==> src/rtl/vga_sync_gen.sv <==
// VGA 640x480@60 Hz timing generator: 25 MHz pixel strobe from gen_clk, h/v counters and sync decode.
// Optional output frame_start is built only when VGA_FRAME_START_EN is defined.
module vga_sync_gen #(
  parameter int H_DISPLAY = 640,
  parameter int H_FP      = 16,
  parameter int H_SYNC    = 96,
  parameter int H_BP      = 48,
  parameter int V_DISPLAY = 480,
  parameter int V_FP      = 10,
  parameter int V_SYNC    = 2,
  parameter int V_BP      = 33
) (
  input  logic       gen_clk,
  input  logic       reset,
  output logic       hsync,
  output logic       vsync,
  output logic       video_on,
  output logic [9:0] pixel_x,
  output logic [9:0] pixel_y,
  output logic       p_tick
`ifdef VGA_FRAME_START_EN
  ,
  output logic       frame_start
`endif
);

  // Both totals must stay within 1024 so the 10-bit counters never overflow.
  localparam int H_TOTAL = H_DISPLAY + H_FP + H_SYNC + H_BP;
  localparam int V_TOTAL = V_DISPLAY + V_FP + V_SYNC + V_BP;

  localparam logic [9:0] H_LAST   = 10'(H_TOTAL - 1);
  localparam logic [9:0] V_LAST   = 10'(V_TOTAL - 1);
  localparam logic [9:0] H_VIS    = 10'(H_DISPLAY);
  localparam logic [9:0] V_VIS    = 10'(V_DISPLAY);
  localparam logic [9:0] HS_FIRST = 10'(H_DISPLAY + H_FP);
  localparam logic [9:0] HS_LAST  = 10'(H_DISPLAY + H_FP + H_SYNC - 1);
  localparam logic [9:0] VS_FIRST = 10'(V_DISPLAY + V_FP);
  localparam logic [9:0] VS_LAST  = 10'(V_DISPLAY + V_FP + V_SYNC - 1);

  logic       div;
  logic       run;
  logic [9:0] h_cnt;
  logic [9:0] v_cnt;
  logic       h_end;
  logic       v_end;

  assign h_end = (h_cnt == H_LAST);
  assign v_end = (v_cnt == V_LAST);

  // div goes high on the first edge out of reset, so pixel (0,0) gets a single-cycle strobe.
  always_ff @(posedge gen_clk) begin
    if (!reset) begin
      div   <= 1'b0;
      run   <= 1'b0;
      h_cnt <= '0;
      v_cnt <= '0;
    end else begin
      run <= 1'b1;
      div <= ~div;
      if (div) begin
        if (h_end) begin
          h_cnt <= '0;
          v_cnt <= v_end ? 10'd0 : v_cnt + 10'd1;
        end else begin
          h_cnt <= h_cnt + 10'd1;
        end
      end
    end
  end

  // Outputs decode registers only, so they all move together on the counter edge.
  always_comb begin
    p_tick   = div;
    pixel_x  = h_cnt;
    pixel_y  = v_cnt;
    hsync    = ~(run && (h_cnt >= HS_FIRST) && (h_cnt <= HS_LAST));
    vsync    = ~(run && (v_cnt >= VS_FIRST) && (v_cnt <= VS_LAST));
    video_on = run && (h_cnt < H_VIS) && (v_cnt < V_VIS);
  end

`ifdef VGA_FRAME_START_EN
  assign frame_start = div && h_end && v_end;
`endif

endmodule

==> config.mk <==
export PLATFORM = sky130hd
export DESIGN_NAME = vga_sync_gen
export DESIGN_NICKNAME = d
export VERILOG_FILES = /design/src/rtl/vga_sync_gen.sv
export SDC_FILE = /design/constraint.sdc
export NUM_CORES = 1
export LEC_CHECK = 0
export ABC_CLOCK_PERIOD_IN_PS = 6100
export BUFFER_PORTS_ARGS = -buffer_cell sky130_fd_sc_hd__buf_4
export CELL_PAD_IN_SITES_DETAIL_PLACEMENT = 1
export CELL_PAD_IN_SITES_GLOBAL_PLACEMENT = 1
export CORE_ASPECT_RATIO = 2
export CORE_MARGIN = 10
export CORE_UTILIZATION = 40
export CTS_CLUSTER_SIZE = 10
export DETAILED_ROUTE_END_ITERATION = 12
export PLACE_DENSITY_LB_ADDON = 0.1
export SKIP_LAST_GASP = 1
export SYNTH_ARGS = -nofsm -noshare
export SYNTH_HDL_FRONTEND = slang
export SYNTH_SLANG_ARGS = --single-unit
export TNS_END_PERCENT = 50
==> constraint.sdc <==
create_clock -name gen_clk -period 6.1 [get_ports gen_clk]
set_clock_uncertainty 0.15 [all_clocks]
set_input_delay 1.22 -clock gen_clk [delete_from_list [all_inputs] [get_ports gen_clk]]
set_output_delay 1.22 -clock gen_clk [all_outputs]
set_load 0.005 [all_outputs]
## Word level (Yosys, flattened, before mapping)

Cells that the tools add are included.

- Output and inout port bits: 24
- Memory bits (writable): 0
- Bits in latches: 0
- Register bits: 22
- Memories kept: 0
- Word-level logic and storage cells: 27
- Input port bits: 2
- Bits in read-only memories: 0

- Shift operators: 0
- Bitwise operators: 3
- $add $sub $neg: 2
- Divide/modulo/power cells: 0
- Magnitude comparators: 6
- Multipliers: 0
- Reduce and logical (&&, ||, !) cells: 7
- Mux-type cells: 3
- Equality and inequality tests: 2

Operators by type and width:

| cell | number |
|---|---|
| 10-bit by 1-bit adder with 10-bit output, second input constant | 2 |
| 10-bit equality test, second input constant | 2 |
| 10-bit two-way mux | 2 |
| 10-bit >= comparator, second input constant | 1 |
| 10-bit by 9-bit >= comparator with 1-bit output, second input constant | 1 |
| 10-bit less-or-equal comparator, second input constant | 1 |
| 10-bit by 9-bit less-or-equal comparator with 1-bit output, second input constant | 1 |
| 10-bit < comparator, second input constant | 1 |
| 10-bit by 9-bit < comparator with 1-bit output, second input constant | 1 |
| 1-bit logical AND | 6 |
| 1-bit inverter | 3 |
| 2-bit AND reduction | 1 |
| 1-bit two-way mux | 1 |

## Longest topological paths before layout

- Depth in word-level cells: 4
- Mapped depth: 6
- Mapped depth without buffers: 6

## Worst setup path after synthesis

OpenSTA, ideal clock, no wires.

- Path kind: register -> output
- Start point: register v_cnt[5], in the netlist pixel_y[5]
- End point: output port vsync
- Required time: 4730 ps
- Stages on the path, launching flop included: 3
- Slack: 3639 ps
- Data arrival time: 1091 ps
- Path buffers: 0
- Path through: dfxtp_1 > nand4_1 > or4_1

- Cells in the longest elaborated chain, start to end: 4
- Elaborated cells between the ends (all ways): 5
- Classes of those cells: 2 x order compare; 1 x bitwise; 2 x reduce/logical

Ends and longest elaborated chain:

| element | line | RTL |
|---|---|---|
| from (decl) | 43 | `logic [9:0] v_cnt;` |
| from (signal assigned) | 63 | `v_cnt <= v_end ? 10'd0 : v_cnt + 10'd1;` |
| 10-bit by 9-bit >= comparator with 1-bit output | 77 | `vsync = ~(run && (v_cnt >= VS_FIRST) && (v_cnt <= VS_LAST));` |
| 1-bit logical AND | 77 |  |
| 1-bit logical AND * | 77 |  |
| 1-bit inverter * | 77 |  |
| to (decl) | 16 | `output logic vsync,` |

Mark *: on every way between the ends. The rest lies on a longest branch, timed or not.

## Worst setup path after layout

- Start point: register v_cnt[6], in the netlist pixel_y[6]
- End point: output port vsync

Same word-level chain as after synthesis.

==> reports/results.ini <==
[worst_setup_path]
startpoint_type = flip-flop
slowest_delay_ns = 0.53
worstReg2RegEnd = pixel_y[8]$_SDFFE_PN0P_
cp-startpoint = pixel_y[6]$_SDFFE_PN0P_
regToRegStartpoint = pixel_x[0]$_SDFFE_PN0P_
slowest_stage = or4_1
crit_end = vsync
cp.arrival_ns = 1.60
crit_buf_inv = 1
cp_top_family = simple AND/OR/NAND/NOR gates
crit_cells = 3
ff2ff_setup_slack_ns = 3.60
cp-end-kind = output pin
path_cells = nand4_1 > or4_1 > buf_4
cp_max_fo = 7
worstPathRequired_ns = 4.73
crit_type = reg -> out
r2r_cells = 4

[synth]
ys.flop_type = dfxtp_1
syn_area_mm2 = 0.00113
avgSynthCellArea_um2 = 8.64
syn_nets = 138
yosys_warnings = 0
yosysUniqueCellTypes = 32
async_reset_ff_share_pct = 0
synth-seq-cells = 22
synth-seq-area-share_pct = 38.9
synth_edf_count = 0
syn_inst = 131

[route]
wl_mm = 3.20
vias_per_cell = 5.65
firstDrtPassIters = 2
antenna_left = 0
drtIter0Drc = 7
dr_total_vias = 1051
wl_per_cell_um = 17.2
post-route-drc-count = 0

[sta]
hold_viol_final = 0
min_period_over_period_pct = 48.6
final-setup-viol-count = 0
period_minus_slack_ns = 2.97
worst_pin_slew_ns = 1.30
slew_headroom_pct = 12.3
setup_tns_ns = 0
drv_slew = 0
rsz0062_at_grt = no
fmax_mhz = 337
holdWs_ns = 0.378

[global_routing]
grt-ovfl-total = 0
grt_pass1_wl_mm = 5.66
grt_usage_pct = 12.5
grt_pass1_vias = 1220
grt_max_degree = 13
antenna_found_initial = 0

[finish]
drive_above_1_share_pct = 20.4
area_growth_pct = 23.3
layout_commonest_cell = buf_4
fin_nets = 165
fin_util_pct = 51.0
n_antenna_cell = 0
design_area_mm2 = 0.00140
final_cell_mix = 25 x buf_4, 22 x dfxtp_1, 14 x nor2_1, 13 x nand2_1

[floorplanning]
io_pins = 26
core_mm2 = 0.00274
die_h_um = 95.2
die_w_um = 57.6
fp-row-count = 27
start_util_pct = 41.4
die-area_mm2 = 0.00549

[clock_tree]
clock_tree.buffer_depth = 2
path_clk_slew_ns = 0.08
post_cts_resized = 0
h-tree-depth = 1
cts_buffers = 3
cts_tree = done
clk_latency_ns = 0.27
postCtsSetupBuffers = 0
clock_sinks = 22
hold_buffers = 0
clockRootBuffer = clkbuf_8

[pwr]
switching_power_uw = 58.1
intPower_uw = 209
p_per_area_mw_per_mm2 = 191
pwr-share-comb_pct = 4.3
static-leakage-power_uw = 0.000517
irDropWorstVdd_mv = 0.121
power.clock.fraction_pct = 40.0
finalPower_uw = 267
p_sw_share_pct = 21.8
pwr-share-seq_pct = 55.7

[min_path]
min_path_type = reg -> reg

[status]
outcome = completed

[placement]
gp_congestion = 0.745
io_buffers = 25
hpwl_mm = 2.68
dpl_cell_area_mm2 = 0.00134

[run]
cap_violations = 0

## metrics by stage
stage,instances,setup slack (ns)
floorplan,131,3.64
global placement,182,3.48
detailed placement,182,3.41
CTS,186,3.12
global route,186,2.98
finish,186,3.13
## layout make-up
| type | count | area, µm² |
|---|---|---|
| Tap cell | 29 | 36.3 |
| Fill cell | 335 | 1340 |
| Multi-Input combinational cell | 100 | 654 |
| Sequential cell | 22 | 440 |
| Timing Repair Buffer | 25 | 188 |
| Inverter | 6 | 22.5 |
| Clock buffer | 4 | 55.1 |
## power groups by stage
| stage | sequential (µW) | clock, µW | combinational [µW] |
|---|---|---|---|
| after floorplan | 151 | 0 | 7.51 |
| after global placement | 152 | 0 | 11.3 |
| after detailed placement | 152 | 0 | 11.8 |
| after CTS | 149 | 108 | 11.9 |
| after global routing | 149 | 113 | 12.8 |
| final | 149 | 107 | 11.5 |
## flip-flops by register name, summed over array words and instances (netlist names)
signal,count
pixel_x,10
pixel_y,10
run,1
p_tick,1
## worst reg2reg max path, delay by kind of cell, from the launching register on
family	cells	cell delay [ns]
adders and majority gates	1	0.30
DFF	1	0.42
and+or+nand+nor	1	0.18
AOI/OAI and AO/OA	2	1.28
## synth_stat cells, types with 3 or more instances
| cell | count | area share [%] |
|---|---|---|
| ha_1 | 5 | 5.5 |
| inv_1 | 6 | 2.0 |
| nand2_1 | 13 | 4.3 |
| nor2b_1 | 3 | 1.7 |
| a21oi_1 | 5 | 2.2 |
| nor2_1 | 14 | 4.6 |
| nor3_1 | 3 | 1.3 |
| dfxtp_1 | 22 | 39 |
| nor4_1 | 4 | 2.2 |
| nand4_1 | 5 | 2.8 |
| xor2_1 | 6 | 4.6 |
| xnor2_1 | 6 | 4.6 |
| nand3_1 | 4 | 1.8 |
| or4_1 | 4 | 2.7 |
| o21ai_0 | 6 | 2.7 |
## worst min-delay path by stage
stage,from,end,depth (start not counted)
5_1_grt,pixel_y[0]$_SDFFE_PN0P_,pixel_y[0]$_SDFFE_PN0P_,2
6_report,pixel_y[9]$_SDFFE_PN0P_,pixel_y[9]$_SDFFE_PN0P_,2
2_1_floorplan,pixel_y[8]$_SDFFE_PN0P_,pixel_y[8]$_SDFFE_PN0P_,2
3_3_place_gp,pixel_y[0]$_SDFFE_PN0P_,pixel_y[0]$_SDFFE_PN0P_,2
4_1_cts,pixel_y[9]$_SDFFE_PN0P_,pixel_y[9]$_SDFFE_PN0P_,2
3_5_place_dp,pixel_y[9]$_SDFFE_PN0P_,pixel_y[9]$_SDFFE_PN0P_,2
## kinds of logic after synthesis
kind of cell / Yosys count / synth area share, %
fa+ha+maj: 5 / 5.52
buf+inv: 9 / 3.32
compound gates: 17 / 8.84
xor+xnor: 12 / 9.28
simple gates: 65 / 33.3
flops: 22 / 38.9
mux: 1 / 0.884
## layer usage
metal / wire, µm / GRT usage (%)
met1: 1020 / 10.6
met2: 1940 / 25.4
met3: 153 / 3.06
met4: 80 / 5.71
met5: 0 / 0
Power figures use the tool's default switching activity.
